## src/rtl/cp_serial_sub_nb.sv

```systemverilog
// cp_serial_sub_nb: bit-serial subtractor, d = a - b - bin, one bit per clock, LSB first.
// A single borrow flip-flop ripples through WIDTH clocks; the operands are captured on start
// and the result is held until the next accepted start.
//
// Ports:
//   i_clk    rising-edge clock
//   i_rst    synchronous active-high reset (dominates every other input)
//   i_start  start request, accepted in IDLE or DONE, ignored in RUN
//   i_a      minuend, sampled on the accepting edge
//   i_b      subtrahend, sampled on the accepting edge
//   i_bin    borrow-in, sampled on the accepting edge
//   o_busy   high while the serial subtract is running
//   o_done   one-cycle pulse when o_d/o_bout/o_ovf become valid
//   o_d      difference, modulo 2^WIDTH
//   o_bout   borrow-out (a < b + bin, unsigned)
//   o_ovf    signed overflow of the difference
//
// Build option: define CP_SUB_OVF_EN to generate the signed overflow flag; when it is
// undefined, o_ovf is tied low and no MSB capture logic exists.

module cp_serial_sub_nb #(
  parameter int unsigned WIDTH = 4
) (
  input  logic             i_clk,
  input  logic             i_rst,
  input  logic             i_start,
  input  logic [WIDTH-1:0] i_a,
  input  logic [WIDTH-1:0] i_b,
  input  logic             i_bin,
  output logic             o_busy,
  output logic             o_done,
  output logic [WIDTH-1:0] o_d,
  output logic             o_bout,
  output logic             o_ovf
);

  localparam int unsigned CntW = (WIDTH > 1) ? $clog2(WIDTH) : 1;

  typedef enum logic [1:0] {StIdle, StRun, StDone} state_e;

  state_e           state_q;
  logic [WIDTH-1:0] sa_q;
  logic [WIDTH-1:0] sb_q;
  logic [WIDTH-1:0] res_q;
  logic             br_q;
  logic [CntW-1:0]  cnt_q;

  logic a0;
  logic b0;
  logic d_bit;
  logic br_next;
  logic accept;
  logic last;

  // One full-subtractor slice working on the current LSBs.
  always_comb begin
    a0      = sa_q[0];
    b0      = sb_q[0];
    d_bit   = a0 ^ b0 ^ br_q;
    br_next = (~a0 & b0) | (~(a0 ^ b0) & br_q);
  end

  assign accept = i_start && (state_q != StRun);
  assign last   = (cnt_q == CntW'(WIDTH - 1));
  assign o_busy = (state_q == StRun);

  always_ff @(posedge i_clk) begin
    if (i_rst) begin
      state_q <= StIdle;
      sa_q    <= '0;
      sb_q    <= '0;
      res_q   <= '0;
      br_q    <= 1'b0;
      cnt_q   <= '0;
      o_done  <= 1'b0;
      o_d     <= '0;
      o_bout  <= 1'b0;
    end else begin
      o_done <= 1'b0;
      unique case (state_q)
        StIdle, StDone: begin
          if (accept) begin
            state_q <= StRun;
            sa_q    <= i_a;
            sb_q    <= i_b;
            br_q    <= i_bin;
            res_q   <= '0;
            cnt_q   <= '0;
            o_d     <= '0;
            o_bout  <= 1'b0;
          end else begin
            state_q <= StIdle;
          end
        end
        StRun: begin
          sa_q  <= sa_q >> 1;
          sb_q  <= sb_q >> 1;
          br_q  <= br_next;
          res_q <= {d_bit, res_q[WIDTH-1:1]};
          cnt_q <= cnt_q + CntW'(1);
          if (last) begin
            // The last difference bit lands at the MSB as the result is published.
            state_q <= StDone;
            o_done  <= 1'b1;
            o_bout  <= br_next;
            o_d     <= {d_bit, res_q[WIDTH-1:1]};
          end
        end
        default: state_q <= StIdle;
      endcase
    end
  end

`ifdef CP_SUB_OVF_EN
  logic a_msb_q;
  logic b_msb_q;

  // Overflow only when operand signs differ and the result sign departs from the minuend.
  always_ff @(posedge i_clk) begin
    if (i_rst) begin
      a_msb_q <= 1'b0;
      b_msb_q <= 1'b0;
      o_ovf   <= 1'b0;
    end else if (accept) begin
      a_msb_q <= i_a[WIDTH-1];
      b_msb_q <= i_b[WIDTH-1];
      o_ovf   <= 1'b0;
    end else if ((state_q == StRun) && last) begin
      o_ovf <= (a_msb_q != b_msb_q) && (d_bit != a_msb_q);
    end
  end
`else
  assign o_ovf = 1'b0;
`endif

endmodule
```

## config.mk

```make
export PLATFORM = sky130hd
export DESIGN_NAME = cp_serial_sub_nb
export DESIGN_NICKNAME = d
export VERILOG_FILES = /design/src/rtl/cp_serial_sub_nb.sv
export SDC_FILE = /design/constraint.sdc
export NUM_CORES = 1
export LEC_CHECK = 0
export CORE_UTILIZATION = 35
export CTS_CLUSTER_DIAMETER = 120
export CTS_CLUSTER_SIZE = 40
export DETAILED_ROUTE_END_ITERATION = 6
export PLACE_DENSITY_LB_ADDON = 0.2
export SLEW_MARGIN = 25
export SYNTH_ARGS = -nofsm -noshare
export SYNTH_HDL_FRONTEND = slang
export SYNTH_SLANG_ARGS = --single-unit
```

## constraint.sdc

```tcl
create_clock -name i_clk -period 2.3 [get_ports i_clk]
set_input_delay 0.345 -clock i_clk [delete_from_list [all_inputs] [get_ports i_clk]]
set_output_delay 0.345 -clock i_clk [all_outputs]
set_load 0.05 [all_outputs]
```

==> metrics.md, run 1 <==
| Metric | Value |
|---|---|
| Critical path launch point type | `register` |
| Worst Path Buf+Inv | `2` |
| Relative slew slack | `a little under three fifths` |
| CP Capture Type | `output port` |
| Core area | `approximately 2500 µm²` |
| Die Y | `54.30 µm` |
| Cts repair resizes | `0` |
| Synth top area cells | `dfxtp_1 (46%), nand2_1 (7.5%), a21oi_1 (5.2%)` |
| Hold Path Class | `reg2reg` |
| CP peak stage delay | `390 ps` |
| Initial Util | `37.95%` |
| Final Max Tran Viols | `0` |
| Clock skew | `between 2 and 2.5 ps` |
| Max Cap Viol | `0` |
| F_max | `around 540 MHz` |
| Status | `complete, no violations` |
| Critical path's top delay family | `buffers and inverters` |
| Mapped Area | `between 900 and 1000 µm²` |
| First-pass GRT wire length | `2732 µm` |
| TritonCTS Sinks | `22` |
| WL/cell | `approximately 11 µm` |
| Endpoints failing setup | `0` |
| Final number of hold-violating endpoints | `0` |
| GRT Total Usage | `between 10 and 15%` |
| Fin crit period | `roughly 1900 ps` |
| Final Wtd Congestion | `~0.69` |
| Routed Antenna Nets | `0` |
| Power Density | `about 700 nW/µm²` |
| Asr flop ratio synth | `0%` |
| Synth top cells by count | `dfxtp_1 (22), nand2_1 (19), a21oi_1 (10), nor2_1 (10), nand3_1 (8)` |
| Root buffer cell | `clkbuf_4` |
| Number of buffers added on ports | `18` |
| Post-synthesis sequential area ratio | `~46%` |
| Leak Pwr | `roughly 0.42 nW` |
| Via count | `between 800 and 900` |
| Synth Area per Inst | `approximately 8.6 µm²` |
| Most used flip-flop cell after synthesis | `dfxtp_1` |
| Count leader, synth | `dfxtp_1` |
| Period utilization | `between 80 and 90%` |
| Post-synth EDFFs | `0` |
| Total grt overflow | `0` |
| Die area | `2948 µm²` |
| Vias in the first global route | `640` |
| Power, Total | `between 0.8 and 0.9 mW` |
| Antenna violations before repair | `0` |
| Post-Syn Nets | `roughly 130` |
| RSZ-0062 raised after global routing | `no` |
| Clock Path Buffers | `2` |
| Die W | `~54 µm` |
| Synth-to-Final Area Change | `22.48%` |
| Fillers | `roughly 270` |
| Synth cell types | `26` |
| Diode count | `0` |
| TritonCTS buffer count | `3` |
| Worst-Margin Slew | `646.8 ps` |
| Drt pass-1 iters | `4` |
| Largest area contributor in the netlist | `dfxtp_1` |
| Worst Path Required | `between 1500 and 2000 ps` |
| Cells after synthesis | `about 110` |
| Yosys warning count | `0` |
| CP Data Arrival Time | `1520 ps` |
| WL final | `1765 µm` |
| Layout cell share with drive strength beyond 1 | `between 7 and 8%` |
| Reg clk slew, reported paths | `between 100 and 150 ps` |
| CTS tree | `done` |
| Crit Path Max Fanout | `10` |
| IO Count | `20` |
| Layout Nets | `between 100 and 150` |
| Setup CP Type | `reg2out` |
| Critical-path top delay cell | `dfxtp_1` |
| Number of synthesized register bits | `22` |
| Setup TNS | `0 ps` |
| Post-DP HPWL | `around 1300 µm` |
| Detailed Route Iter0 Violations | `14` |
| Worst-path cell chain | `nand2b_1, clkinv_2, buf_4` |
| Area share of the largest cell type after synthesis | `approximately 46%` |
| Cts hold-fix bufs | `0` |
| H-tree depth | `1` |
| Worst VDD drop | `around 380 µV` |
| Post-CTS Setup Bufs | `0` |
| Largest net degree at the start of global routing | `21` |
| Row cnt | `18` |
| Clk Latency, worst-skew pair | `between 300 and 400 ps` |
| Drt drc | `0` |
| Via density | `just over 5` |
==> final timing paths <==
check | start | end | slack [ps] | depth (start not counted)
worst max-delay path | state_q[1] | o_busy | 430 | 3
worst min-delay path | sb_q[3] | sb_q[3] | 480 | 2
worst min register to register | sb_q[3] | sb_q[3] | 480 | 2
worst max register to register | state_q[0] | o_d[0] | 770 | 3
==> per-layer routing <==
metal | part of all wire [%] | GRT usage (%)
met1 | 49 | 16.67
met2 | 45 | 20.93
met3 | 3.5 | 3.333
met4 | 1.9 | 8.974
met5 | 0 | 0
==> report_power, final <==
part           switching [mW]  internal (mW)  total (mW)
combinational          0.0665         0.0494       0.116
clock                   0.120          0.176       0.296
sequential             0.0121          0.401       0.413
==> metrics by stage <==
step / instance area (µm²) / setup slack (ps) / utilization, % / hold WS (ps) / instances
2_1_floorplan: 957.2 / 1090 / - / 445.6 / 111
3_3_place_gp: 1120 / 469.9 / 44.39 / 457.9 / 152
3_5_place_dp: 1120 / 450.0 / 44.39 / 462.6 / 152
4_1_cts: 1172 / 406.7 / 46.48 / 480.2 / 156
5_1_grt: 1172 / 317.1 / 46.48 / 497.1 / 156
6_report: 1172 / 434.4 / 46.48 / 476.8 / 156
==> placed cells by master (no fill, tap or decap), types with 3 or more instances in the layout <==
cell	count
inv_1	5
clkdlybuf4s50_1	17
clkbuf_4	3
nand2b_1	7
nand2_1	19
a311oi_1	5
dfxtp_1	22
nor2_1	10
buf_4	3
a21oi_1	10
nand3_1	8
o32ai_1	4
==> area by class of cell <==
type	count	area [µm²]	share of cell area [%]
clock buffer	3	22.52	1.921
clock inverter	1	30.03	2.561
inverter	6	23.77	2.028
multi-input combinational	74	425.4	36.29
sequential	22	440.4	37.57
tap	30	37.54	3.202
timing repair buffer	20	192.7	16.44
==> registers in the layout, summed over array words and instances, names as in the netlist <==
name,count
br_q,1
o_bout,1
res_q,3
o_done,1
cnt_q,2
state_q,2
sb_q,4
sa_q,4
o_d,4
==> worst min-delay path, cell delays in order (launching register included) <==
cell and delay, ps:
dfxtp_1 330, nand3_1 60, a21oi_1 50
==> kinds of logic after synthesis <==
| group | after synthesis | share of synthesized area (%) |
|---|---|---|
| AO/OA/AOI/OAI | 22 | 16.47 |
| adder cells (fa/ha/maj) | 2 | 3.399 |
| buffers and inverters | 15 | 9.542 |
| AND/OR/NAND/NOR | 49 | 24.18 |
| other | 1 | 0.3918 |
| flip-flops | 22 | 46.01 |
No activity file was read; power rests on OpenSTA's default activity.
==> inputs of run 2 (changes only) <==
clock period = 1.65 ns   (was 2.3 ns; I/O delays follow)
==> run 2 against run 1 <==
Against the previous run: first-iteration DRC count down 36%; non-clock buffer count up 3; core utilization down 0.79 points; final cell count up 1.3%; global-route usage up 1.3 points; setup slack worse by 280 ps; register-to-register slack worse by 470 ps; sequential share of layout area up 0.65 points; largest power group unchanged.
==> metrics.md, run 2 (synthesis results as in run 1) <==
| Metric | Value |
|---|---|
| Status | `complete, no violations` |
| Seq pwr share | `between 50% and 60%` |
| Setup TNS | `0 ps` |
| Power, Total | `around 0.99 mW` |
| Reg clk slew, reported paths | `~120 ps` |
| Layout cell share with drive strength beyond 1 | `between 10% and 20%` |
| Worst r2r dst | `o_d[2]` |
| Final number of hold-violating endpoints | `0` |
| Regs by FF count | `o_d x4, sa_q x4, sb_q x4` |
| Final Max Tran Viols | `0` |
| Non-Filler Instances | `158` |
| Critical path's top delay family | `flip-flops` |
| Final Wtd Congestion | `about 0.76` |
| TritonCTS buffer count | `3` |
| Die Y | `roughly 54 µm` |
| H-tree depth | `1` |
| Commonest cells after routing, fill and taps aside | `dfxtp_1 (22), nand2_1 (19), buf_4 (12), clkdlybuf4s50_1 (11)` |
| Diode count | `0` |
| R2r startpoint | `cnt_q[0]` |
| Worst Path Required | `around 1400 ps` |
| Total grt overflow | `0` |
| Cts repair resizes | `0` |
| Root buffer cell | `clkbuf_4` |
| F_max | `approximately 670 MHz` |
| Critical path launch point type | `register` |
| Sw Pwr | `between 0.2 and 0.3 mW` |
| Worst-path cell chain | `nand2b_2, clkinv_2, buf_4` |
| WL final | `a little under 2000 µm` |
| Layout Nets | `between 100 and 150` |
| Detailed Route Iter0 Violations | `9` |
| Crit path from | `state_q[1]` |
| Clock Path Buffers | `2` |
| Initial Util | `between 30% and 40%` |
| Fin area | `1152 µm²` |
| Reg2Reg Setup Slack | `roughly 300 ps` |
| Sw Share | `between 20% and 30%` |
| Endpoints failing setup | `0` |
| Crit Path Max Fanout | `9` |
| Period utilization | `90.93%` |
| Drt pass-1 iters | `4` |
| WL/cell | `approximately 12 µm` |
| Antenna violations before repair | `0` |
| Die area | `slightly below 3000 µm²` |
| Worst-Margin Slew | `about 500 ps` |
| Hold Path Class | `reg2reg` |
| Clk pwr share | `a little under a quarter` |
| Met1 capacity usage during global routing | `between 10% and 20%` |
| GRT Total Usage | `between 10% and 20%` |
| IO Count | `20` |
| Max Cap Viol | `0` |
| Busiest grt layer | `met2` |
| CP peak stage delay | `approximately 400 ps` |
| Drt drc | `0` |
| Synth-to-Final Area Change | `20.39%` |
| Post-CTS Setup Bufs | `0` |
| Fillers | `267` |
| Via density | `5.019` |
| Leading cell type in the layout, fill and taps excluded | `dfxtp_1` |
| Row cnt | `18` |
| Relative slew slack | `about two thirds` |
| Part of the power in combinational logic | `between 15 and 20%` |
| Routed Antenna Nets | `0` |
| Worst Path Buf+Inv | `2` |
| Fin crit period | `about 1500 ps` |
| Reg2reg path depth | `4` |
| Placed instance count | `155` |
| Hold worst-path end | `sb_q[3]` |
| TritonCTS Sinks | `22` |
| Leak Pwr | `about 0.43 nW` |
| Clk Latency, worst-skew pair | `around 300 ps` |
| First-pass GRT wire length | `3077 µm` |
| Setup CP Type | `reg2out` |
| Die W | `between 50 and 60 µm` |
| Via count | `about 790` |
| Min-delay src | `sb_q[3]` |
| CTS tree | `done` |
| Int Pwr | `about 0.7 mW` |
| Worst VDD drop | `398.3 µV` |
| Core area | `~2500 µm²` |
| CP Data Arrival Time | `approximately 1300 ps` |
| RSZ-0062 raised after global routing | `no` |
| Largest net degree at the start of global routing | `19` |
| Cts hold-fix bufs | `0` |
| Post-DP HPWL | `roughly 1500 µm` |
| Clock skew | `between 6 and 7 ps` |
| Vias in the first global route | `between 700 and 800` |
| Met3 global-route usage | `under 10%` |
| Met2 usage in global routing | `around a quarter` |
| Number of buffers added on ports | `18` |
| DP Area | `roughly 1100 µm²` |
| WHS Path Cells | `2` |
| Power Density | `855.5 nW/µm²` |
| Critical-path top delay cell | `dfxtp_1` |
| CP Capture Type | `output port` |
-- run 2: layer usage --
metal / routed length (µm) / share of wire (%) / up-vias
met4: 15 / 0.77 / 0
met5: 0 / 0 / -
met2: 953 / 49 / 11
met3: 57 / 2.9 / 2
li1: - / - / 411
met1: 918 / 47 / 369
-- run 2: power by group through the flow --
stage                     clock [mW]  sequential [mW]  combinational [mW]
final                          0.235            0.575               0.175
after global placement             0            0.586               0.170
after global routing           0.281            0.579               0.195
after detailed placement           0            0.587               0.175
after CTS                      0.246            0.575               0.176
after floorplan                    0            0.583               0.128
-- run 2: metrics by stage --
step | hold slack [ps] | worst slack [ps] | util, %
after floorplan | 383.5 | 439.9 | -
after global placement | 455.2 | 170.6 | 44.69
after detailed placement | 460.8 | 61.76 | 44.69
after CTS | 477.4 | 66.27 | 45.59
after global routing | 479.2 | 48.85 | 45.68
final | 473.4 | 149.7 | 45.68
-- run 2: how the worst max path moves through the flow --
stage,cells past startpoint,end,slack [ps]
floorplan,4,o_d[1],440
global placement,4,sb_q[2],170
detailed placement,4,sb_q[2],60
CTS,3,o_busy,70
global route,3,o_busy,50
finish,3,o_busy,150
-- run 2: final cells by class --
type	count	area (µm²)	area share [%]
Tap cell	30	37.54	3.257
Clock buffer	3	22.52	1.954
Inverter	6	23.77	2.063
Multi-Input combinational cell	74	427.9	37.13
Sequential cell	22	440.4	38.22
Timing Repair Buffer	23	200.2	17.37
-- run 2: tightest hold or removal path: stages, from the launching register on --
cell,delay [ps]
dfxtp_1,320
nand3_1,60
a21oi_1,60
